File: config.mk
export PLATFORM = sky130hd
export DESIGN_NAME = instr_fetch_unit
export DESIGN_NICKNAME = d
export VERILOG_FILES = /design/src/rtl/mips_pkg.sv /design/src/rtl/next_pc_calc.sv /design/src/rtl/instr_fetch_unit.sv
export SDC_FILE = /design/constraint.sdc
export NUM_CORES = 1
export LEC_CHECK = 0
export BUFFER_PORTS_ARGS = -buffer_cell sky130_fd_sc_hd__buf_2
export CORE_ASPECT_RATIO = 0.6
export CORE_MARGIN = 10
export CORE_UTILIZATION = 58
export CTS_CLUSTER_SIZE = 16
export DETAILED_ROUTE_END_ITERATION = 10
export GPL_TIMING_DRIVEN = 0
export PLACE_DENSITY = 0.88
export SETUP_SLACK_MARGIN = 0.2
export SLEW_MARGIN = 40
export SYNTH_ARGS = -nofsm -noshare
export SYNTH_HDL_FRONTEND = slang
export SYNTH_SLANG_ARGS = --single-unit
File: constraint.sdc
create_clock -name clk -period 5.5 [get_ports clk]
set_input_delay 0.275 -clock clk [delete_from_list [all_inputs] [get_ports clk]]
set_output_delay 0.275 -clock clk [all_outputs]
set_load 0.1 [all_outputs]
File: src/rtl/mips_pkg.sv
// Shared MIPS core definitions: fetch FSM states, datapath width and the
// opcodes the fetch stage and the control decoder agree on.
package mips_pkg;

    localparam int INSTR_W = 32;

    localparam logic [5:0] OPC_J   = 6'b000010;
    localparam logic [5:0] OPC_JAL = 6'b000011;
    localparam logic [5:0] OPC_BEQ = 6'b000100;

    typedef enum logic [1:0] {
        BOOT,
        REQ,
        WAIT_MEM,
        HOLD
    } fetch_state_t;

endpackage

File: src/rtl/next_pc_calc.sv
// Combinational next-PC selection: sequential, beq target or j/jal target.
// Jump outranks a taken branch; all arithmetic wraps modulo 2^32.
module next_pc_calc
    import mips_pkg::*;
(
    input  logic [INSTR_W-1:0] pc,
    input  logic [25:0]        instrIndex,
    input  logic               jump,
    input  logic               branch,
    input  logic               aluZero,
    output logic [INSTR_W-1:0] nextPc,
    output logic [INSTR_W-1:0] pcPlus4
);

    logic [INSTR_W-1:0] branchOffset;
    logic [INSTR_W-1:0] jumpTarget;

    assign pcPlus4      = pc + 32'd4;
    // Low 16 bits of the index field double as the beq immediate.
    assign branchOffset = {{14{instrIndex[15]}}, instrIndex[15:0], 2'b00};
    assign jumpTarget   = {pcPlus4[31:28], instrIndex, 2'b00};

    always_comb begin
        nextPc = pcPlus4;
        if (jump) begin
            nextPc = jumpTarget;
        end else if (branch && aluZero) begin
            nextPc = pcPlus4 + branchOffset;
        end
    end

endmodule

File: src/rtl/instr_fetch_unit.sv
// Fetch stage: owns the PC, fetches over a req/ready handshake and holds the
// word for decode until it is retired with instr_ack.
module instr_fetch_unit
    import mips_pkg::*;
#(
    parameter logic [31:0] RESET_PC = 32'h0000_0000,
    parameter logic [15:0] TIMEOUT  = 16'd1024
)
(
    input  logic               clk,
    input  logic               rst_n,
    output logic               imem_req,
    output logic [INSTR_W-1:0] imem_addr,
    input  logic               imem_ready,
    input  logic [INSTR_W-1:0] imem_rdata,
    output logic               instr_valid,
    output logic [INSTR_W-1:0] instr,
    output logic [5:0]         opcode,
    output logic [INSTR_W-1:0] pc,
    output logic [INSTR_W-1:0] pc_plus4,
    input  logic               instr_ack,
    input  logic               jump,
    input  logic               branch,
    input  logic               alu_zero,
    output logic               fetch_err
);

    fetch_state_t       state;
    logic [INSTR_W-1:0] pcQ;
    logic [INSTR_W-1:0] instrQ;
    logic [15:0]        timeoutCount;
    logic               imemReqQ;
    logic               instrValidQ;
    logic               fetchErrQ;
    logic [INSTR_W-1:0] nextPc;
    logic [INSTR_W-1:0] pcPlus4;

    generate
        if (RESET_PC[1:0] != 2'b00) begin : gBadResetPc
            $error("instr_fetch_unit: RESET_PC must be word aligned");
        end
    endgenerate

    next_pc_calc uNextPc (
        .pc        (pcQ),
        .instrIndex(instrQ[25:0]),
        .jump      (jump),
        .branch    (branch),
        .aluZero   (alu_zero),
        .nextPc    (nextPc),
        .pcPlus4   (pcPlus4)
    );

    always_ff @(posedge clk or negedge rst_n) begin
        if (!rst_n) begin
            state        <= BOOT;
            pcQ          <= RESET_PC;
            instrQ       <= '0;
            timeoutCount <= '0;
            imemReqQ     <= 1'b0;
            instrValidQ  <= 1'b0;
            fetchErrQ    <= 1'b0;
        end else begin
            case (state)
                BOOT: begin
                    state    <= REQ;
                    imemReqQ <= 1'b1;
                end
                REQ: begin
                    timeoutCount <= '0;
                    if (imem_ready) begin
                        instrQ      <= imem_rdata;
                        state       <= HOLD;
                        imemReqQ    <= 1'b0;
                        instrValidQ <= 1'b1;
                    end else begin
                        state <= WAIT_MEM;
                    end
                end
                WAIT_MEM: begin
                    if (imem_ready) begin
                        instrQ      <= imem_rdata;
                        state       <= HOLD;
                        imemReqQ    <= 1'b0;
                        instrValidQ <= 1'b1;
                    end else if (timeoutCount == TIMEOUT - 16'd1) begin
                        // Saturate here: the error is sticky and the request stays up.
                        fetchErrQ <= 1'b1;
                    end else begin
                        timeoutCount <= timeoutCount + 16'd1;
                    end
                end
                HOLD: begin
                    if (instr_ack) begin
                        pcQ         <= nextPc;
                        state       <= REQ;
                        imemReqQ    <= 1'b1;
                        instrValidQ <= 1'b0;
                    end
                end
                default: begin
                    state <= BOOT;
                end
            endcase
        end
    end

    assign imem_req    = imemReqQ;
    assign imem_addr   = pcQ;
    assign instr_valid = instrValidQ;
    assign instr       = instrQ;
    assign opcode      = instrQ[31:26];
    assign pc          = pcQ;
    assign pc_plus4    = pcPlus4;
    assign fetch_err   = fetchErrQ;

endmodule

==> flow_summary.ini, run 1 <==
[detailed_routing]
first_pass_iters = 5
drt-initial-drc-count = 597
routed_wl_um = 20470
num_vias = 6206
antenna_left = 0
drc = 0
wl_per_cell_um = 19.76
via_per_inst = 5.990

[global_routing]
grtUsageTotal_pct = 25.91
gr-total-overflow = 0
grt_pass1_wl_um = 32630
antenna_found_initial = 0
grt_start_max_net_pins = 57
grt_pass1_vias = 6019

[synthesis]
synth-main-ff-cell = dfrtp_1
yosys.area.top_type = dfrtp_1
synth_edf_count = 0
yosys-top-cells-area = dfrtp_1 33%, ha_1 8.0%, mux2_2 6.0%
synth_area_um2 = 6242
synth.top_cells.by_count = 83 x dfrtp_1, 71 x nor2_1, 67 x nand2_1
yosysWarnings = 0
synth_cell_types = 66
async_flop_share_pct = 100.0
yosys_register_bits = 83
yosys.cell_count.top_type = dfrtp_1
synthCells = 705
yosysSeqAreaShare_pct = 33.27
postSynthAreaPerCell_um2 = 8.854
synth_top_cell_area_share_pct = 33.27

[critical_path]
critical-path-top-delay-family = simple AND/OR/NAND/NOR gates
arrival_ns = 4.55
critPathCaptureType = register
startpoint_type = register
reg2reg_slack_ns = 1.18
path_class = reg2reg
worstReg2RegEnd = imem_addr[27]
crit_top_cell = and3_1
critPathMaxStageDelay_ns = 0.51
path_cells = nand4_1 > nor2_2 > and3_1 > and3_1 > xor2_2 > ha_1 > and2_1 > and2_4 > a221o_1 > or3_4 > o21ai_2 > o21ai_1 > xor2_1 > nor2_1 > o41ai_1
worst-r2r-cell-count = 15
crit_buf_inv = 0
critPathMaxFanout = 8
worstReg2RegStart = imem_addr[5]
worst_path_max_delay_cell = dfrtp_1
cp.required_ns = 5.73

[timing]
relSlewSlack_pct = 50.46
max_freq_ghz = 0.2313
final.setup_skew_ns = 0.01465
rsz0062_at_grt = no
setup_viol = 0
fin_crit_ns = 4.324
period_share_pct = 78.62
drv_slew = 0
tns_ns = 0
hold_ws_ns = 0.1532
tightest_slew_ns = 0.7431
hold_violations = 0

[clock_tree]
clkSinkCount = 83
insertion_delay_ns = 0.35
tritoncts = yes
path_clk_slew_ns = 0.07
cts-root-buf = clkbuf_16
cts_repair_resize_count = 0
cts_buffers = 9
cts_buffer_depth = 2
postCtsSetupBuffers = 0
htree_levels = 3

[cells_and_area]
final_nets = 972
antennaDiodeCount = 0
drive_gt1_share_pct = 32.78
fill_cells = 809
syn2layout_area_growth_pct = 23.81

[place]
io_buffers = 169
place_congestion = 0.9789
dp_hpwl_um = 15880

[floorplanning]
core_area_um2 = 10520
pin_count = 176
core.rowCount = 29
die_w_um = 153.9
die-area_um2 = 15450
start_util_pct = 59.32
die_h_um = 100.4

[run]
max_cap_viol_count = 0

[outcome]
outcome = completed

[worst_hold_path]
hold_end = instr[4]
hold_path_depth = 2
min_from = imem_rdata[4]
hp-class = in2reg
-- cells in the final DEF (no fill, tap or decap), types with 25 or more instances in the layout --
cell and n:
xor2_1 25, xnor2_1 26, a21oi_1 43, buf_4 43, nand2_1 67, mux2_2 33
o21ai_0 31, nor2_1 71, ha_1 40, buf_2 168, dfrtp_1 82
-- stage by stage --
stage	std cells	instance area [µm²]	setup WS [ns]	utilization, %
global placement	1018	7378	1.393	70.12
global route	1036	7729	0.9665	73.45
floorplan	710	6359	0.2255	-
detailed placement	1019	7412	1.342	70.44
finish	1036	7729	1.176	73.45
CTS	1036	7727	1.305	73.44
-- worst reg2reg max path, stage by stage (launching register included) --
cell     delay (ns)
dfrtp_1        0.51
nand4_1        0.28
nor2_2         0.44
and3_1         0.31
and3_1         0.22
xor2_2         0.24
ha_1           0.30
and2_1         0.19
and2_4         0.16
a221o_1        0.34
or3_4          0.35
o21ai_2        0.21
o21ai_1        0.12
xor2_1         0.14
nor2_1         0.08
o41ai_1        0.32
-- state kept, by name, summed over array words and instances, names as in the netlist --
| name | count |
|---|---|
| instr | 32 |
| imem_addr | 30 |
| timeoutCount | 16 |
| state | 2 |
| fetch_err | 1 |
| imem_req | 1 |
| instr_valid | 1 |
-- worst max-delay path by stage --
stage | from | endpoint | slack [ns] | cells after the start
6_report | imem_addr[5] | imem_addr[27] | 1.18 | 15
3_5_place_dp | imem_addr[4] | imem_addr[27] | 1.34 | 15
5_1_grt | imem_addr[4] | imem_addr[27] | 0.97 | 15
3_3_place_gp | imem_addr[4] | imem_addr[27] | 1.39 | 15
2_1_floorplan | imem_addr[10] | imem_addr[20] | 0.23 | 12
4_1_cts | imem_addr[4] | imem_addr[27] | 1.30 | 15
-- cell families after synthesis --
group                    share of synthesized area [%]
multiplexers                                     6.274
flip-flops                                       33.27
other                                          0.06007
buffers and inverters                            7.276
adder cells (fa/ha/maj)                          8.338
AND/OR/NAND/NOR                                  19.16
AO/OA/AOI/OAI                                    16.64
XOR/XNOR                                         8.980
-- area by class of cell --
class	count	area, µm²	share of cell area, %
buffer	65	405.4	5.245
clock buffer	9	225.2	2.914
clock inverter	7	80.08	1.036
inverter	13	48.80	0.6314
multi-input combinational	549	3827	49.52
sequential	83	2078	26.89
tap	139	173.9	2.250
timing repair buffer	171	889.6	11.51
-- metal layers --
metal	wire length (µm)	global-route usage, %
met4	333	7.448
met3	2825	10.50
met2	8483	36.62
met1	8829	35.53
met5	0	0
-- repair_timing --
action                                  CTS  global route
hold buffers                              1             0
hold endpoints to repair                 27             0
endpoints found under the setup margin    0             0
Power of run 1 is left out: the tool's default activity adds up to more than one toggle a clock period on the data nets, which glitch-free logic cannot reach.
==> run 2: changes to the inputs <==
Settings changed: CORE_UTILIZATION 58 to 48, PLACE_DENSITY 0.88 to 0.77.
Clock period 5.5 ns to 3.9 ns, I/O delays scaled along.
==> run 2 against run 1 <==
- global-route usage fell by 2.9 points
- worst setup slack got worse by 1.0 ns
- non-clock buffer count rose by 39
- final area rose by 11%
- first-iteration DRC count fell by 2.5%
==> flow_summary.ini, run 2 (synthesized netlist as in run 1, its figures left out) <==
[outcome]
outcome = completed

[cells_and_area]
final_cells = 1107
syn2layout_area_growth_pct = 36.82
fill_cells = 1054
drive_gt1_share_pct = 41.45
final_nets = 1011
layout_commonest_cell = buf_2
final_cell_mix = 168 x buf_2, 80 x buf_4, 70 x nor2_1
largest_register_ffs = 32

[clock_tree]
cts_buffer_depth = 2
clkSinkCount = 83
path_clk_slew_ns = 0.07
cts_buffers = 9
htree_levels = 3
tritoncts = yes
insertion_delay_ns = 0.35
cts-root-buf = clkbuf_16

[detailed_routing]
first_pass_iters = 5
antenna_left = 0
wl_per_cell_um = 19.48
drt-initial-drc-count = 582
num_vias = 6288
drc = 0
via_per_inst = 5.680
routed_wl_um = 21560

[global_routing]
gr-total-overflow = 0
grt_start_max_net_pins = 54
grt_pass1_vias = 6028
antenna_found_initial = 0
grtUsageTotal_pct = 23.00
grt_pass1_wl_um = 33730

[critical_path]
path_class = reg2reg
crit_buf_inv = 1
path_cells = nand4_1 > nor2_4 > buf_4 > nand4_1 > xnor2_4 > ha_4 > and4_4 > and2_4 > a221o_1 > or3_4 > o21ai_4 > o21ai_2 > a311o_1 > nand4_1 > a21oi_1
startpoint_type = register
cp.required_ns = 4.13
critPathMaxFanout = 6
worst_path_max_delay_cell = dfrtp_4
arrival_ns = 3.96
critPathCaptureType = register
critPathMaxStageDelay_ns = 0.41
critical-path-top-delay-family = simple AND/OR/NAND/NOR gates
crit_top_cell = nand4_1

[floorplanning]
core.rowCount = 32
pin_count = 176
die_h_um = 108.3
start_util_pct = 48.87
core_area_um2 = 12770
die-area_um2 = 18120
die_w_um = 167.2

[place]
post-place-ws_ns = -0.02469
place_congestion = 0.9460
dp_hpwl_um = 15940
io_buffers = 169
place_inst = 1050

[timing]
rsz0062_at_grt = yes
relSlewSlack_pct = 44.14
tightest_slew_ns = 0.8379
final.setup_skew_ns = 0.009823
drv_slew = 0
max_freq_ghz = 0.2682
fin_crit_ns = 3.729
hold_violations = 0
setup_ws_ns = 0.1709
period_share_pct = 95.62
setup_viol = 0

[worst_hold_path]
hp-class = in2reg

[run]
max_cap_viol_count = 0
-- run 2: what timing repair did --
action / CTS / global route
hold buffers: 1 / 0
setup buffers: 26 / 13
endpoints found under the hold margin: 30 / 0
resized for setup: 7 / 13
endpoints found under the setup margin: 4 / 7
pin swaps: 10 / 18
-- run 2: final timing paths --
path	slack, ns	cells past startpoint	endpoint	startpoint
setup / recovery	0.17	15	imem_addr[29]	imem_addr[9]
hold / removal	0.07	2	instr[26]	imem_rdata[26]
max in group asynchronous	3.00	3	imem_addr[12]	rst_n
hold reg to reg	0.46	1	fetch_err	fetch_err
setup reg to reg	0.17	15	imem_addr[29]	imem_addr[9]
min in group asynchronous	0.29	2	fetch_err	rst_n
-- run 2: per-layer routing --
metal | wire (µm) | global-route usage, % | up-vias
met5 | 0 | 0 | -
met4 | 213 | 3.837 | 0
met3 | 2554 | 8.152 | 17
met2 | 9223 | 33.95 | 329
met1 | 9571 | 32.26 | 2998
li1 | - | - | 2944
-- run 2: through the flow --
step / utilization (%) / setup TNS (ns) / cell area, µm² / hold WS (ns)
finish: 66.87 / 0 / 8541 / 0.07225
global route: 66.85 / 0 / 8538 / 0.06991
CTS: 65.54 / 0 / 8371 / 0.07051
detailed placement: 61.14 / -0.02469 / 7809 / 0.1031
global placement: 60.86 / 0 / 7774 / 0.4274
floorplan: - / -3.662 / 6715 / -0.1006
-- run 2: layout make-up --
cell class	instances	area [µm²]	share of cell area [%]
multi-input combinational	549	4234	49.58
sequential	83	2141	25.07
timing repair buffer	210	1186	13.89
buffer	65	409.1	4.791
clock buffer	9	225.2	2.637
tap	170	212.7	2.490
clock inverter	7	81.33	0.9522
inverter	13	48.80	0.5713
antenna	1	2.502	0.02930
Power of run 2 is left out for the same reason.
==> run 3: changes to the inputs <==
Settings changed: ABC_AREA from default to 1, CELL_PAD_IN_SITES_DETAIL_PLACEMENT from default to 0, CELL_PAD_IN_SITES_GLOBAL_PLACEMENT from default to 1, CORE_UTILIZATION 48 to 34, PLACE_DENSITY 0.77 to default, PLACE_DENSITY_LB_ADDON from default to 0.1.
==> run 3 against run 2 <==
- area after synthesis is 19% higher
- highest routed layer unchanged
- core utilization fell by 24 points
- critical path depth rose by 7
- count of clock-buffer cells in the layout grew 3
- die area is 56% higher
- clock skew down 0.0020 ns
- sequential cell count is the same
==> flow_summary.ini, run 3 <==
[timing]
max_freq_ghz = 0.2838
period_share_pct = 90.35
hold_ws_ns = 0.03112
tightest_slew_ns = 0.8920
setup_viol = 0
tns_ns = 0
relSlewSlack_pct = 40.53
rsz0062_at_grt = no
hold_violations = 0
drv_slew = 0
final.setup_skew_ns = 0.007812
fin_crit_ns = 3.524

[floorplanning]
die_h_um = 134.3
core.rowCount = 41
pin_count = 176
die-area_um2 = 28270
start_util_pct = 34.94
die_w_um = 210.5
core_area_um2 = 21190

[global_routing]
gr-total-overflow = 0
grt_pass1_vias = 7490
grt_start_max_net_pins = 47
grt_pass1_wl_um = 46590
grtUsageTotal_pct = 21.45
antenna_found_initial = 0

[synthesis]
yosys_register_bits = 83
yosysSeqAreaShare_pct = 28.06
synth_cell_types = 44
synth_area_um2 = 7402
postSynthAreaPerCell_um2 = 6.305
synth_edf_count = 0
async_flop_share_pct = 100.0
synth_top_cell_area_share_pct = 28.06
yosys.area.top_type = dfrtp_1
yosysWarnings = 0
synthCells = 1174
yosys-top-cells-area = dfrtp_1 28%, nand2_1 22%, inv_1 7.9%
synth.top_cells.by_count = 425 x nand2_1, 155 x inv_1, 93 x nor2_1
synth-main-ff-cell = dfrtp_1
yosys.cell_count.top_type = nand2_1

[place]
io_buffers = 169
place_congestion = 0.9755
dp_hpwl_um = 25380
place_area_um2 = 8852

[clock_tree]
insertion_delay_ns = 0.36
cts_buffer_depth = 2
cts_buffers = 9
clkSinkCount = 83
tritoncts = yes
path_clk_slew_ns = 0.07
htree_levels = 3
cts-root-buf = clkbuf_16

[detailed_routing]
first_pass_iters = 5
antenna_left = 0
via_per_inst = 4.878
num_vias = 8024
wl_per_cell_um = 18.71
routed_wl_um = 30790
drt-initial-drc-count = 628
drc = 0

[cells_and_area]
drive_gt1_share_pct = 24.16
syn2layout_area_growth_pct = 23.99
final_cell_mix = 419 x nand2_1, 171 x buf_2, 152 x inv_1
antennaDiodeCount = 0
layout_commonest_cell = nand2_1
finalInstanceArea_um2 = 9178
largest_register_ffs = 32
final_nets = 1441
fill_cells = 2335

[critical_path]
worst-r2r-cell-count = 22
arrival_ns = 3.78
reg2reg_slack_ns = 0.38
worstReg2RegEnd = imem_addr[19]
startpoint_type = register
critPathCaptureType = register
critPathMaxFanout = 7
path_class = reg2reg
worstReg2RegStart = imem_addr[2]
cp.required_ns = 4.15

[worst_hold_path]
min_from = imem_rdata[23]
hp-class = in2reg
hold_end = instr[23]
hold_path_depth = 3

[outcome]
outcome = completed

[run]
max_cap_viol_count = 0
==> run 3: changes by cell type after synthesis, sizes merged, moves of 8 or more <==
cell    change
nand2     +369
inv       +149
nand3      +49
mux2       -33
nor2       +32
xnor2      -30
a21oi      +15
a211oi     -12
nand4      -12
a21o       -11
and3       -11
nand2b     -10
nor3       +10
o211ai      -8
==> run 3: metal layers <==
layer  global-route usage [%]  vias to the layer above  part of all wire, %
met5                        0                        -                    0
met4                    2.163                        0                 0.44
met3                    6.187                       16                  9.4
met2                    28.35                      319                   37
met1                    33.48                     3680                   53
li1                         -                     4009                    -
==> run 3: what timing repair did <==
action | 4_1_cts | 5_1_grt
gates resized for setup | 4 | 9
setup buffers | 0 | 0
pin swaps | 0 | 0
endpoints found under the hold margin | 37 | 0
hold buffers | 1 | 0
endpoints found under the setup margin | 3 | 10
==> run 3: critical path: stages (launching register included) <==
cell,delay [ns]
dfrtp_4,0.52
ha_4,0.21
nand2_1,0.08
nor2_2,0.20
nand2_2,0.10
nor2_2,0.21
inv_2,0.07
nand2_1,0.06
nand2_1,0.12
clkinvlp_4,0.13
ha_1,0.30
nand2_1,0.09
nand2_1,0.09
nand2_1,0.07
nand2_1,0.07
inv_1,0.08
nand3_1,0.26
nand2_1,0.14
nand2_1,0.11
xnor2_1,0.29
nand2_1,0.11
nand2_1,0.08
nand2_1,0.05
==> run 3: worst max path at each step <==
stage,from,to,slack [ns]
global route,imem_addr[2],imem_addr[27],0.22
CTS,imem_addr[2],imem_addr[17],0.21
floorplan,imem_addr[2],imem_addr[30],0.13
finish,imem_addr[2],imem_addr[19],0.38
detailed placement,imem_addr[2],imem_addr[25],-0.002
global placement,imem_addr[2],imem_addr[25],-0.001
==> run 3: kinds of logic after synthesis <==
family	count (synthesis)	share of synthesized area (%)
other	1	0.05066
buffers and inverters	227	13.89
XOR/XNOR	31	3.668
flip-flops	83	28.06
AO/OA/AOI/OAI	133	9.770
AND/OR/NAND/NOR	658	37.53
adder cells (fa/ha/maj)	41	7.032
==> run 3: final cells by class <==
class                           instances  area, µm²  area share [%]
Buffer                                 62      411.6           4.485
Clock buffer                           12      236.5           2.577
Clock inverter                          4      28.78          0.3136
Inverter                              165      631.9           6.885
Multi-Input combinational cell        869       4522           49.27
Sequential cell                        83       2108           22.97
Tap cell                              279      349.1           3.804
Timing Repair Buffer                  171      889.6           9.693
==> run 3: metrics by stage <==
step / cells / worst slack (ns) / util [%]
global placement: 1627 / -0.001160 / 41.61
finish: 1645 / 0.3764 / 43.32
CTS: 1645 / 0.2088 / 43.15
detailed placement: 1628 / -0.002036 / 41.78
floorplan: 1179 / 0.1275 / -
global route: 1645 / 0.2160 / 43.32
Power of run 3 is left out for the same reason.
